**config.mk**
```make
export PLATFORM = sky130hd
export DESIGN_NAME = hash_req_arbiter_flat
export DESIGN_NICKNAME = d
export VERILOG_FILES = /design/src/rtl/hash_req_arbiter_if.sv /design/src/rtl/hash_req_arbiter.sv /design/src/flat_wrapper.sv
export SDC_FILE = /design/constraint.sdc
export NUM_CORES = 1
export LEC_CHECK = 0
export ABC_AREA = 1
export ABC_CLOCK_PERIOD_IN_PS = 5600
export BUFFER_PORTS_ARGS = -buffer_cell sky130_fd_sc_hd__clkbuf_2
export CORE_MARGIN = 2
export CORE_UTILIZATION = 48
export DETAILED_ROUTE_END_ITERATION = 10
export PLACE_DENSITY = 0.78
export SYNTH_ARGS = -nofsm -noshare
export SYNTH_HDL_FRONTEND = slang
export SYNTH_SLANG_ARGS = --single-unit
export TNS_END_PERCENT = 10
```
**constraint.sdc**
```tcl
create_clock -name clk -period 5.6 [get_ports clk]
set_input_delay 1.4 -clock clk [delete_from_list [all_inputs] [get_ports clk]]
set_output_delay 1.4 -clock clk [all_outputs]
set_load 0.02 [all_outputs]
```
**src/rtl/hash_req_arbiter_if.sv**
```systemverilog
`default_nettype none
// ============================================================================
// Module   : hash_req_arbiter_if
// Brief    : Two-requester hash request bus (requesters = master, arbiter = slave)
// Revision : 1.0
// ============================================================================
interface hash_req_arbiter_if;
    logic [1:0]  req;
    logic [63:0] req_len0;
    logic [63:0] req_len1;
    logic        req_bvalid0;
    logic        req_bvalid1;
    logic [7:0]  req_byte0;
    logic [7:0]  req_byte1;
    logic [1:0]  req_bready;
    logic [1:0]  gnt;
    logic [1:0]  done;
    logic [31:0] digest_out;
    logic        err;

    modport master (
        output req, req_len0, req_len1, req_bvalid0, req_bvalid1, req_byte0, req_byte1,
        input  req_bready, gnt, done, digest_out, err
    );

    modport slave (
        input  req, req_len0, req_len1, req_bvalid0, req_bvalid1, req_byte0, req_byte1,
        output req_bready, gnt, done, digest_out, err
    );
endinterface
`default_nettype wire

```
**src/rtl/hash_req_arbiter.sv**
```systemverilog
`default_nettype none
// ============================================================================
// Module   : hash_req_arbiter
// Brief    : Round-robin arbiter streaming two requesters into one hash core.
//            Optional WAIT_HASH timeout enabled by macro HASH_ARB_TIMEOUT_EN.
// Revision : 1.0
// ============================================================================
module hash_req_arbiter #(
    parameter int TIMEOUT_CYCLES = 64
) (
    input  wire logic        clk,
    input  wire logic        rst,
    hash_req_arbiter_if.slave bus,
    output logic             hash_M_valid,
    output logic [7:0]       hash_message,
    output logic [63:0]      hash_counter,
    input  wire logic [31:0] hash_digest,
    input  wire logic        hash_ready
);

    localparam logic [2:0] c_IDLE      = 3'd0;
    localparam logic [2:0] c_LOAD      = 3'd1;
    localparam logic [2:0] c_STREAM    = 3'd2;
    localparam logic [2:0] c_WAIT_HASH = 3'd3;
    localparam logic [2:0] c_DONE      = 3'd4;

    if (TIMEOUT_CYCLES < 1) begin : g_bad_timeout
        $error("TIMEOUT_CYCLES must be at least 1");
    end

    logic [2:0]  state_q,   state_d;
    logic [1:0]  gnt_q,     gnt_d;
    logic        prio_q,    prio_d;     // requester that wins a tie
    logic [63:0] remain_q,  remain_d;
    logic [63:0] counter_q, counter_d;
    logic [31:0] digest_q,  digest_d;
    logic        armed_q,   armed_d;    // high from the second WAIT_HASH cycle on

    logic        w_sel;
    logic [63:0] w_sel_len;
    logic        w_sel_bvalid;
    logic [7:0]  w_sel_byte;
    logic        w_capture;
    logic        w_timeout;
    logic [1:0]  w_bready;
    logic [1:0]  w_done;

    assign w_sel        = gnt_q[1];
    assign w_sel_len    = w_sel ? bus.req_len1    : bus.req_len0;
    assign w_sel_bvalid = w_sel ? bus.req_bvalid1 : bus.req_bvalid0;
    assign w_sel_byte   = w_sel ? bus.req_byte1   : bus.req_byte0;
    assign w_capture    = (state_q == c_WAIT_HASH) && armed_q && hash_ready;

`ifdef HASH_ARB_TIMEOUT_EN
    localparam int c_TW = $clog2(TIMEOUT_CYCLES + 1);

    logic [c_TW-1:0] tmo_q, tmo_d;
    logic            err_q, err_d;

    // Counts WAIT_HASH cycles; the exit at TIMEOUT_CYCLES-1 keeps it from wrapping.
    assign tmo_d     = (state_q == c_WAIT_HASH) ? tmo_q + 1'b1 : '0;
    assign w_timeout = (state_q == c_WAIT_HASH) && (tmo_q == c_TW'(TIMEOUT_CYCLES - 1));
    assign err_d     = w_timeout && !w_capture;

    always_ff @(posedge clk or posedge rst) begin
        if (rst) begin
            tmo_q <= '0;
            err_q <= 1'b0;
        end else begin
            tmo_q <= tmo_d;
            err_q <= err_d;
        end
    end

    assign bus.err = err_q;
`else
    assign w_timeout = 1'b0;
    assign bus.err   = 1'b0;
`endif

    always_ff @(posedge clk or posedge rst) begin
        if (rst) begin
            state_q   <= c_IDLE;
            gnt_q     <= 2'b00;
            prio_q    <= 1'b0;
            remain_q  <= '0;
            counter_q <= '0;
            digest_q  <= '0;
            armed_q   <= 1'b0;
        end else begin
            state_q   <= state_d;
            gnt_q     <= gnt_d;
            prio_q    <= prio_d;
            remain_q  <= remain_d;
            counter_q <= counter_d;
            digest_q  <= digest_d;
            armed_q   <= armed_d;
        end
    end

    always_comb begin
        state_d   = state_q;
        gnt_d     = gnt_q;
        prio_d    = prio_q;
        remain_d  = remain_q;
        counter_d = counter_q;
        digest_d  = digest_q;
        armed_d   = 1'b0;
        case (state_q)
            c_IDLE: begin
                if (|bus.req) begin
                    state_d = c_LOAD;
                    if (bus.req == 2'b11) begin
                        gnt_d = prio_q ? 2'b10 : 2'b01;
                    end else begin
                        gnt_d = bus.req;
                    end
                end
            end
            c_LOAD: begin
                remain_d  = w_sel_len;
                counter_d = w_sel_len;
                state_d   = (w_sel_len == 64'd0) ? c_WAIT_HASH : c_STREAM;
            end
            c_STREAM: begin
                if (w_sel_bvalid) begin
                    remain_d = remain_q - 64'd1;
                    if (remain_q == 64'd1) begin
                        state_d = c_WAIT_HASH;
                    end
                end
            end
            c_WAIT_HASH: begin
                armed_d = 1'b1;
                if (w_capture) begin
                    digest_d = hash_digest;
                    state_d  = c_DONE;
                end else if (w_timeout) begin
                    state_d = c_IDLE;
                    gnt_d   = 2'b00;
                    prio_d  = ~w_sel;
                end
            end
            c_DONE: begin
                state_d = c_IDLE;
                gnt_d   = 2'b00;
                prio_d  = ~w_sel;
            end
            default: begin
                state_d = c_IDLE;
                gnt_d   = 2'b00;
            end
        endcase
    end

    // LOAD shows the live length so a zero-length beat carries hash_counter = 0.
    always_comb begin
        w_bready     = 2'b00;
        w_done       = 2'b00;
        hash_M_valid = 1'b0;
        hash_message = 8'h00;
        hash_counter = counter_q;
        case (state_q)
            c_LOAD: begin
                hash_counter = w_sel_len;
                hash_M_valid = (w_sel_len == 64'd0);
            end
            c_STREAM: begin
                w_bready     = gnt_q;
                hash_M_valid = w_sel_bvalid;
                hash_message = w_sel_byte;
            end
            c_DONE: begin
                w_done = gnt_q;
            end
            default: begin
            end
        endcase
    end

    assign bus.gnt        = gnt_q;
    assign bus.req_bready = w_bready;
    assign bus.done       = w_done;
    assign bus.digest_out = digest_q;

endmodule
`default_nettype wire
```
**src/flat_wrapper.sv**
```systemverilog
// flat-port wrapper written by rule: the top's interface ports become plain ports
module hash_req_arbiter_flat 
#(
    parameter int TIMEOUT_CYCLES = 64
)
  (clk, rst, hash_M_valid, hash_message, hash_counter, hash_digest, hash_ready, bus_req, bus_req_len0, bus_req_len1, bus_req_bvalid0, bus_req_bvalid1, bus_req_byte0, bus_req_byte1, bus_req_bready, bus_gnt, bus_done, bus_digest_out, bus_err);
  hash_req_arbiter_if bus_i ();
  input  wire logic clk;
  input  wire logic rst;
  output logic hash_M_valid;
  output logic [7:0] hash_message;
  output logic [63:0] hash_counter;
  input  wire logic [31:0] hash_digest;
  input  wire logic hash_ready;
  input wire logic [$bits(bus_i.req)-1:0] bus_req;
  input wire logic [$bits(bus_i.req_len0)-1:0] bus_req_len0;
  input wire logic [$bits(bus_i.req_len1)-1:0] bus_req_len1;
  input wire logic [$bits(bus_i.req_bvalid0)-1:0] bus_req_bvalid0;
  input wire logic [$bits(bus_i.req_bvalid1)-1:0] bus_req_bvalid1;
  input wire logic [$bits(bus_i.req_byte0)-1:0] bus_req_byte0;
  input wire logic [$bits(bus_i.req_byte1)-1:0] bus_req_byte1;
  output wire logic [$bits(bus_i.req_bready)-1:0] bus_req_bready;
  output wire logic [$bits(bus_i.gnt)-1:0] bus_gnt;
  output wire logic [$bits(bus_i.done)-1:0] bus_done;
  output wire logic [$bits(bus_i.digest_out)-1:0] bus_digest_out;
  output wire logic [$bits(bus_i.err)-1:0] bus_err;
  assign bus_i.req = bus_req;
  assign bus_i.req_len0 = bus_req_len0;
  assign bus_i.req_len1 = bus_req_len1;
  assign bus_i.req_bvalid0 = bus_req_bvalid0;
  assign bus_i.req_bvalid1 = bus_req_bvalid1;
  assign bus_i.req_byte0 = bus_req_byte0;
  assign bus_i.req_byte1 = bus_req_byte1;
  assign bus_req_bready = bus_i.req_bready;
  assign bus_gnt = bus_i.gnt;
  assign bus_done = bus_i.done;
  assign bus_digest_out = bus_i.digest_out;
  assign bus_err = bus_i.err;
  hash_req_arbiter #(.TIMEOUT_CYCLES(TIMEOUT_CYCLES)) u_core (.clk(clk), .rst(rst), .bus(bus_i), .hash_M_valid(hash_M_valid), .hash_message(hash_message), .hash_counter(hash_counter), .hash_digest(hash_digest), .hash_ready(hash_ready));
endmodule
```
---- After elaboration in Yosys (flattened, before gate mapping) ----
Index checks and enable logic that the tools add are counted.
storage, ports and cells
  input port bits ......................... 183
  register bits after elaboration ......... 167
cells by class
  reductions and logical operators ........ 11
  bitwise gates (word level) .............. 2
  add/subtract/negate cells ............... 1
  equality and inequality tests ........... 10
  multiplexer cells ....................... 21
operator list
  operator                 count
  $mux W64                 3
  $pmux W64 S2             1
  $eq A64 B1 Y1 const B    1
  $logic_not A64 Y1        1
  $sub A64 B1 Y64 const B  1
  $mux W8                  2
  $mux W3                  4
  $pmux W3 S4              1
  $mux W2                  5
  $ne A2 B1 Y1 const B     4
  $eq A3 B2 Y1 const B     2
  $reduce_and A2 Y1        3
  $pmux W2 S2              1
  $reduce_and A4 Y1        1
  $eq A3 B1 Y1 const B     1
  $eq A3 B3 Y1 const B     1
  $logic_not A3 Y1         1
  $mux W1                  3
  $reduce_or A3 Y1         1
  $eq A2 B2 Y1 const B     1
  $logic_and A1 B1 Y1      2
  $not A1 Y1               2
  $pmux W1 S2              1
  $reduce_bool A2 Y1       1
  $reduce_or A2 Y1         1

---- Depth between registers and ports, before layout ----
Gate-level depths: netlist (run 1).
  depth in word-level cells ............... 5
  mapped depth ............................ 14
  depth with buffers taken out ............ 12

---- Least setup slack after synthesis (run 1) ----
Ideal clock, no wire load.
  kind .................................... input-to-output
  start ................................... in bus_req_len0[60]
  end ..................................... out hash_M_valid
  setup slack ............................. 1.844 ns
  required time ........................... 4.200 ns
  data arrival time ....................... 2.356 ns
  cell stages on the path ................. 8
  cells stage by stage .................... or2_2 o21ai_1 nand2_1 nor2_1 nand2_1 nor2_1 nand2_1 o21ai_0
between the ends
  cells in the longest elaborated chain, start to end .. 3
ends and longest elaborated chain
  what                line                     text
  start: declaration  flat_wrapper.sv:16       input wire logic [$bits(bus_i.req_len0)-1:0] bus_req_len0;
  $mux W64            hash_req_arbiter.sv:49   assign w_sel_len = w_sel ? bus.req_len1 : bus.req_len0;
  $logic_not A64 Y1   hash_req_arbiter.sv:166  hash_M_valid = (w_sel_len == 64'd0);
  $pmux W1 S2         hash_req_arbiter.sv:163  case (state_q)
  end: declaration    flat_wrapper.sv:10       output logic hash_M_valid;
No other way between the ends.

---- Worst setup path in the final report (run 1) ----
  start ................................... reg u_core.gnt_q[1] (netlist: u_core.bus.gnt[1])
  end ..................................... out hash_M_valid
between the ends
  cells in the longest elaborated chain, start to end .. 3
  elaborated cells between the ends (all ways) .. 4
  classes of those cells .................. 3 x mux; 1 x reduce/logical
ends and longest elaborated chain
  what                      line                     text
  start: declaration        hash_req_arbiter.sv:32   logic [1:0] gnt_q, gnt_d;
  start signal: assignment  hash_req_arbiter.sv:92   gnt_q <= gnt_d;
  $mux W64                  hash_req_arbiter.sv:49
  $logic_not A64 Y1         hash_req_arbiter.sv:166
  $pmux W1 S2 (*)           hash_req_arbiter.sv:163
Every way passes the cells marked *; elsewhere a longest branch is shown, timed or not.

==> impl_metrics.xml, run 1 <==
<?xml version="1.0" encoding="UTF-8"?>
<metrics>
  <group name="status">
    <metric name="status" unit="">complete, no violations</metric>
  </group>
  <group name="layout">
    <metric name="final_cell_count_no_fill" unit="">2112</metric>
    <metric name="filler_cell_count_in_the_final_layout" unit="">1950</metric>
    <metric name="finish.utilization" unit="%">60.0</metric>
    <metric name="insertedDiodeCount" unit="">0</metric>
    <metric name="layout-drive-gt1-share" unit="%">19.1</metric>
    <metric name="nets" unit="">2015</metric>
    <metric name="final_cell_area" unit="um2">12300</metric>
    <metric name="layout-area-overhead-vs-synth" unit="%">21.9</metric>
  </group>
  <group name="timing">
    <metric name="setup_total_negative_slack" unit="ns">0</metric>
    <metric name="worst_slew_pin_slew" unit="ns">1.19</metric>
    <metric name="grt_setup_unrepaired" unit="">false</metric>
    <metric name="maxSlewHeadroom" unit="%">20.4</metric>
    <metric name="finalMaxSlewViolations" unit="">0</metric>
    <metric name="achievable-frequency" unit="MHz">236</metric>
    <metric name="timing.final.crit_period" unit="ns">4.24</metric>
    <metric name="clock_skew" unit="ns">0.0101</metric>
    <metric name="final-hold-violation-count" unit="">0</metric>
    <metric name="finalSetupViolCount" unit="">0</metric>
    <metric name="layout_worst_path_cycle_share" unit="%">75.7</metric>
  </group>
  <group name="synthesis">
    <metric name="synthesis.area_per_instance" unit="um2">6.39</metric>
    <metric name="yosys_register_bits" unit="">167</metric>
    <metric name="gate_count_of_the_mapped_netlist" unit="">1573</metric>
    <metric name="synth_cell_types" unit="">30</metric>
    <metric name="ys.warnings.count" unit="">0</metric>
    <metric name="postSynthNetCount" unit="">1758</metric>
    <metric name="synthDominantAreaCellType" unit="">dfrtp_1</metric>
    <metric name="proportion_of_netlist_area_held_by_the_largest_area_contributor" unit="%">41.6</metric>
    <metric name="post_synth_instance_area" unit="um2">10100</metric>
    <metric name="yosysSeqAreaShare" unit="%">41.6</metric>
    <metric name="post_synth_main_area_contributors" unit="">dfrtp_1 (42%), nand2_1 (27%), nor2_1 (8.7%), inv_1 (4.3%), o21ai_0 (3.8%)</metric>
  </group>
  <group name="drt">
    <metric name="drc" unit="">0</metric>
    <metric name="vias_per_cell" unit="">5.25</metric>
    <metric name="postRouteAntennaNets" unit="">0</metric>
    <metric name="vias" unit="">11096</metric>
    <metric name="routed_wl" unit="mm">35.8</metric>
    <metric name="dr.pass1.iters" unit="">6</metric>
    <metric name="wl_per_cell" unit="um">16.9</metric>
    <metric name="detail_route.iter0.violations" unit="">1034</metric>
  </group>
  <group name="cts">
    <metric name="cts_post_setup_buffers_inserted" unit="">0</metric>
    <metric name="cts_resized" unit="">0</metric>
    <metric name="cts_max_path_buffers" unit="">2</metric>
    <metric name="cts_tree" unit="">yes</metric>
    <metric name="hold_buffers" unit="">0</metric>
    <metric name="clkTransAtPathRegs" unit="ns">0.08</metric>
    <metric name="ctsRootBufferMaster" unit="">clkbuf_16</metric>
    <metric name="clock_sinks" unit="">167</metric>
    <metric name="clkLatencyLatePin" unit="ns">0.44</metric>
    <metric name="cts_inserted_buffers" unit="">17</metric>
    <metric name="cts_htree_levels" unit="">4</metric>
  </group>
  <group name="setup_path">
    <metric name="worst-r2r-cell-count" unit="">8</metric>
    <metric name="timing.rr.start" unit="">u_core.state_q[2]</metric>
    <metric name="critPathKind" unit="">reg2out</metric>
    <metric name="startpoint_type" unit="">flop</metric>
    <metric name="critical_path_arrival" unit="ns">2.84</metric>
    <metric name="endpoint_of_the_worst_slack_reg_to_reg_timing_path" unit="">u_core.remain_q[26]</metric>
    <metric name="critical_path_fanouts_max" unit="">59</metric>
    <metric name="crit_path_end_kind" unit="">output port</metric>
    <metric name="reg2reg_slack" unit="ns">2.16</metric>
    <metric name="worst_ep_required_time" unit="ns">4.20</metric>
  </group>
  <group name="floorplan">
    <metric name="std_cell_rows" unit="">52</metric>
    <metric name="design.die.area" unit="um2">22100</metric>
    <metric name="die_y" unit="um">149</metric>
    <metric name="io_pins" unit="">295</metric>
    <metric name="floorplan.die.width" unit="um">149</metric>
    <metric name="start_util" unit="%">49.2</metric>
    <metric name="core_region_area" unit="um2">20400</metric>
  </group>
  <group name="place">
    <metric name="dpl-instance-area" unit="um2">11700</metric>
    <metric name="dp.cells" unit="">2081</metric>
    <metric name="dp.final_hpwl" unit="mm">26.9</metric>
    <metric name="gp_congestion" unit="">0.970</metric>
    <metric name="port_buffers" unit="">293</metric>
  </group>
  <group name="worst_hold_path">
    <metric name="worst_hold_end" unit="">u_core.counter_q[15]</metric>
    <metric name="min-delay-path-class" unit="">reg2reg</metric>
    <metric name="min_from" unit="">u_core.counter_q[15]</metric>
    <metric name="hold_path_depth" unit="">2</metric>
  </group>
  <group name="global_routing">
    <metric name="grt_pass1_wl" unit="mm">56.2</metric>
    <metric name="grt_start_max_net_pins" unit="">168</metric>
    <metric name="overflow" unit="">0</metric>
    <metric name="grt_antenna_before_repair" unit="">0</metric>
    <metric name="globalRouteTotalUtil" unit="%">32.9</metric>
    <metric name="grt_pass1_vias" unit="">10535</metric>
  </group>
  <group name="power_and_ir_drop">
    <metric name="total_power_divided_by_cell_area" unit="nW/um2">623</metric>
    <metric name="vdd.ir_drop.worst" unit="mV">0.391</metric>
    <metric name="power.leakage" unit="nW">6.70</metric>
  </group>
  <group name="run">
    <metric name="drv.max_cap_violation_count" unit="">0</metric>
  </group>
</metrics>
routing by layer:
metal | share of wire [%] | global-route usage (%) | up-vias
li1 | - | - | 5388
met1 | 42 | 45.2 | 5136
met2 | 48 | 53.0 | 511
met3 | 8.5 | 7.00 | 61
met4 | 2.2 | 9.10 | 0
met5 | 0 | 0 | -
cell families (layout without fill, tap and decap cells):
family	after synthesis	count (layout)	share of synthesized area, %
XOR/XNOR	25	25	2.18
adder cells (fa/ha/maj)	2	2	0.249
AND/OR/NAND/NOR	1021	1021	39.3
buffers and inverters	183	452	7.37
AO/OA/AOI/OAI	173	173	9.21
multiplexers	1	1	0.0995
other	1	1	0.0373
flip-flops	167	167	41.6
synth_stat cells, drive strengths merged:
cell type    n
a31oi       23
or2          5
nand4        5
a21oi       49
clkbuf      31
buf         34
mux2i        1
nor3         3
conb         1
ha           2
nor2       236
inv        118
nand2      717
o21ai       82
nand3       50
o22ai       17
and2         2
o211ai       1
nand3b       3
a41oi        1
dfrtp      167
xor2        25
through the flow:
step | power [W] | setup slack, ns | hold slack, ns
finish | 0.00763 | 1.36 | 0.477
detailed placement | 0.00640 | 1.49 | 0.461
global route | 0.00820 | 1.11 | 0.494
floorplan | 0.00501 | 1.84 | 0.469
global placement | 0.00632 | 1.50 | 0.454
CTS | 0.00758 | 1.36 | 0.479
where the power goes:
group	total [W]	switching [W]	internal, W
clock network	0.00118	0.000581	0.000596
logic	0.00424	0.00302	0.00121
registers	0.00222	0.000423	0.00179
total	0.00763	0.00403	0.00361
critical path: stages (launching register included):
cell and delay, ns:
dfrtp_2 0.41, inv_2 0.75, nand2_1 0.11, nand2_1 0.16
nand3_1 0.12, nor2_1 0.24, nand3_1 0.11, nor2_1 0.10
nand2_1 0.08, o21ai_0 0.08, clkbuf_2 0.23
state kept, by name (all words and copies together) (netlist names):
register,count
u_core.remain_q,64
u_core.bus.gnt,2
u_core.armed_q,1
u_core.bus.digest_out,32
u_core.counter_q,64
u_core.prio_q,1
u_core.state_q,3
area by class of cell:
class | count | area [um2] | area share (%)
Tap cell | 270 | 338 | 2.76
Sequential cell | 167 | 4180 | 34.1
Clock inverter | 14 | 161 | 1.32
Inverter | 118 | 447 | 3.65
Timing Repair Buffer | 303 | 1550 | 12.7
Clock buffer | 17 | 425 | 3.47
Multi-Input combinational cell | 1223 | 5150 | 42.0
layout by cell type, fill, tap and decap left out, types with 2 or more instances in the layout:
cell	synthesis	routed
buf_4	3	9
and2_1	2	2
clkbuf_16	0	17
xor2_1	25	25
clkbuf_2	0	293
inv_1	115	114
nor2_2	3	3
nand3_1	49	48
nand4_1	5	5
o21ai_0	76	76
nand3_2	1	2
dfrtp_1	167	166
nor3_1	3	3
clkinv_4	0	4
nand3b_1	3	3
o22ai_1	17	17
ha_1	2	2
or2_2	5	5
a21oi_1	49	49
o21ai_1	5	5
nor2_1	233	232
a31oi_1	23	23
clkinvlp_4	0	2
clkinv_8	0	4
inv_8	0	4
nand2_1	717	717
inv_2	3	3
how the worst max path moves through the flow:
stage,start,endpoint,slack [ns],depth (start not counted)
2_1_floorplan,bus_req_len0[60],hash_M_valid,1.84,8
3_3_place_gp,bus_req_len0[62],hash_M_valid,1.50,10
3_5_place_dp,bus_req_len0[1],hash_M_valid,1.49,10
4_1_cts,u_core.bus.gnt[1],hash_M_valid,1.36,10
5_1_grt,u_core.bus.gnt[1],hash_M_valid,1.11,10
6_report,u_core.bus.gnt[1],hash_M_valid,1.36,10
No activity file was read; power rests on OpenSTA's default activity.
==> run 2: changes to the inputs <==
- ABC_CLOCK_PERIOD_IN_PS: 5600 -> 4350
- CORE_UTILIZATION: 48 -> 53
- PLACE_DENSITY: 0.78 -> 0.82
- clock period: 5.6 -> 4.35 ns (I/O delays scaled with it)
==> run 2 against run 1 <==
Net effect:
- count of clock-buffer cells in the layout stayed put
- hold slack better by 0.0012 ns
- die area is 9.2% lower
- sequential share of layout area is 0.12 points lower
- register-to-register slack worse by 0.94 ns
- critical endpoint unchanged
- core utilization is 6.0 points higher
- via count is 0.65% higher
- setup slack worse by 0.67 ns
- sequential power is 28% higher
- clock skew is 0.0031 ns higher
- highest routed layer unchanged
==> impl_metrics.xml, run 2 (synthesized netlist as in run 1, its figures left out) <==
<?xml version="1.0" encoding="UTF-8"?>
<metrics>
  <group name="status">
    <metric name="status" unit="">complete, no violations</metric>
  </group>
  <group name="cts">
    <metric name="clkLatencyLatePin" unit="ns">0.44</metric>
    <metric name="cts_resized" unit="">0</metric>
    <metric name="cts_inserted_buffers" unit="">17</metric>
    <metric name="cts_max_path_buffers" unit="">2</metric>
    <metric name="hold_buffers" unit="">0</metric>
    <metric name="cts_htree_levels" unit="">4</metric>
    <metric name="clock_sinks" unit="">167</metric>
    <metric name="clkTransAtPathRegs" unit="ns">0.08</metric>
    <metric name="cts_tree" unit="">yes</metric>
    <metric name="ctsRootBufferMaster" unit="">clkbuf_16</metric>
    <metric name="cts_post_setup_buffers_inserted" unit="">0</metric>
  </group>
  <group name="timing">
    <metric name="finalMaxSlewViolations" unit="">0</metric>
    <metric name="finalSetupViolCount" unit="">0</metric>
    <metric name="final-hold-violation-count" unit="">0</metric>
    <metric name="timing.final.crit_period" unit="ns">3.66</metric>
    <metric name="setup_total_negative_slack" unit="ns">0</metric>
    <metric name="grt_setup_unrepaired" unit="">false</metric>
    <metric name="setup_slack" unit="ns">0.691</metric>
    <metric name="clock_skew" unit="ns">0.0131</metric>
    <metric name="hold_ws" unit="ns">0.479</metric>
    <metric name="maxSlewHeadroom" unit="%">33.3</metric>
    <metric name="layout_worst_path_cycle_share" unit="%">84.1</metric>
    <metric name="worst_slew_pin_slew" unit="ns">0.999</metric>
    <metric name="achievable-frequency" unit="MHz">273</metric>
  </group>
  <group name="drt">
    <metric name="routed_wl" unit="mm">36.0</metric>
    <metric name="postRouteAntennaNets" unit="">0</metric>
    <metric name="vias" unit="">11168</metric>
    <metric name="vias_per_cell" unit="">5.36</metric>
    <metric name="dr.pass1.iters" unit="">5</metric>
    <metric name="drc" unit="">0</metric>
    <metric name="detail_route.iter0.violations" unit="">1086</metric>
    <metric name="wl_per_cell" unit="um">17.3</metric>
  </group>
  <group name="setup_path">
    <metric name="reg2reg_slack" unit="ns">1.22</metric>
    <metric name="startpoint_type" unit="">flop</metric>
    <metric name="critPathKind" unit="">reg2out</metric>
    <metric name="critical_path_arrival" unit="ns">2.57</metric>
    <metric name="crit_path_end_kind" unit="">output port</metric>
    <metric name="critical_path_fanouts_max" unit="">30</metric>
    <metric name="worst_ep_required_time" unit="ns">3.26</metric>
  </group>
  <group name="layout">
    <metric name="insertedDiodeCount" unit="">0</metric>
    <metric name="layout-drive-gt1-share" unit="%">19.3</metric>
    <metric name="most-common-layout-cells" unit="">nand2_1 (717), clkbuf_2 (293), nor2_1 (232)</metric>
    <metric name="nets" unit="">2020</metric>
    <metric name="final_cell_count_no_fill" unit="">2082</metric>
    <metric name="final_common_cell" unit="">nand2_1</metric>
    <metric name="filler_cell_count_in_the_final_layout" unit="">1715</metric>
    <metric name="layout-area-overhead-vs-synth" unit="%">22.3</metric>
  </group>
  <group name="global_routing">
    <metric name="grt_start_max_net_pins" unit="">77</metric>
    <metric name="globalRouteTotalUtil" unit="%">36.3</metric>
    <metric name="grt_antenna_before_repair" unit="">0</metric>
    <metric name="overflow" unit="">0</metric>
    <metric name="grt_pass1_vias" unit="">10497</metric>
    <metric name="grt_pass1_wl" unit="mm">56.3</metric>
  </group>
  <group name="place">
    <metric name="port_buffers" unit="">293</metric>
    <metric name="gp_congestion" unit="">0.983</metric>
    <metric name="dp.final_hpwl" unit="mm">27.5</metric>
    <metric name="dp.cells" unit="">2050</metric>
    <metric name="post-place-ws" unit="ns">0.873</metric>
  </group>
  <group name="power_and_ir_drop">
    <metric name="total_power_divided_by_cell_area" unit="nW/um2">808</metric>
    <metric name="fin_total_pwr" unit="W">0.00994</metric>
    <metric name="vdd.ir_drop.worst" unit="mV">0.547</metric>
    <metric name="power.leakage" unit="nW">6.74</metric>
  </group>
  <group name="floorplan">
    <metric name="design.die.area" unit="um2">20100</metric>
    <metric name="std_cell_rows" unit="">50</metric>
    <metric name="core_region_area" unit="um2">18600</metric>
    <metric name="die_y" unit="um">142</metric>
    <metric name="floorplan.die.width" unit="um">142</metric>
    <metric name="io_pins" unit="">295</metric>
    <metric name="start_util" unit="%">53.9</metric>
  </group>
  <group name="run">
    <metric name="drv.max_cap_violation_count" unit="">0</metric>
  </group>
  <group name="worst_hold_path">
    <metric name="min-delay-path-class" unit="">reg2reg</metric>
  </group>
</metrics>
[run 2: changes by cell type in the layout (fill, tap and decap cells not counted), sizes merged]
cell    delta
buf        +5
inv        +4
clkinv     -3
[run 2: through the flow]
step	util, %	cell area [um2]
3_5_place_dp	62.7	11700
6_report	66.0	12300
2_1_floorplan	-	10100
4_1_cts	66.0	12300
5_1_grt	66.0	12300
3_3_place_gp	62.7	11700
[run 2: final timing paths]
check / depth (start not counted) / start / end
max in group asynchronous: 3 / rst / u_core.remain_q[24]
min in group asynchronous: 2 / rst / u_core.bus.digest_out[2]
max: 12 / u_core.bus.gnt[1] / hash_M_valid
max reg2reg: 8 / u_core.state_q[2] / u_core.remain_q[26]
min: 2 / u_core.counter_q[21] / u_core.counter_q[21]
min reg2reg: 2 / u_core.counter_q[21] / u_core.counter_q[21]
[run 2: layout make-up]
| class | instances | area [um2] | share of cell area, % |
|---|---|---|---|
| Inverter | 118 | 447 | 3.63 |
| Multi-Input combinational cell | 1223 | 5160 | 41.9 |
| Sequential cell | 167 | 4180 | 34.0 |
| Clock buffer | 17 | 425 | 3.46 |
| Timing Repair Buffer | 308 | 1600 | 13.0 |
| Tap cell | 234 | 293 | 2.38 |
| Clock inverter | 15 | 193 | 1.57 |
[run 2: critical path: stages (launching register included)]
cell	delay, ns
dfrtp_2	0.38
inv_2	0.19
buf_4	0.31
nand2_1	0.09
nand2_1	0.14
nor2_1	0.15
nand2_1	0.07
nor2_1	0.19
nand3_1	0.10
nor2_1	0.12
nand2_1	0.08
o21ai_0	0.08
clkbuf_2	0.23
[run 2: routing by layer]
metal	wire length [um]	up-vias	track usage (%)
met5	0	-	0
met4	1100	0	11.7
met3	3020	66	7.42
met2	16900	518	58.0
met1	14900	5182	49.9
li1	-	5402	-
[run 2: power breakdown]
part	switching (W)	internal, W
Clock	0.000778	0.000792
Sequential	0.000540	0.00231
Combinational	0.00393	0.00159
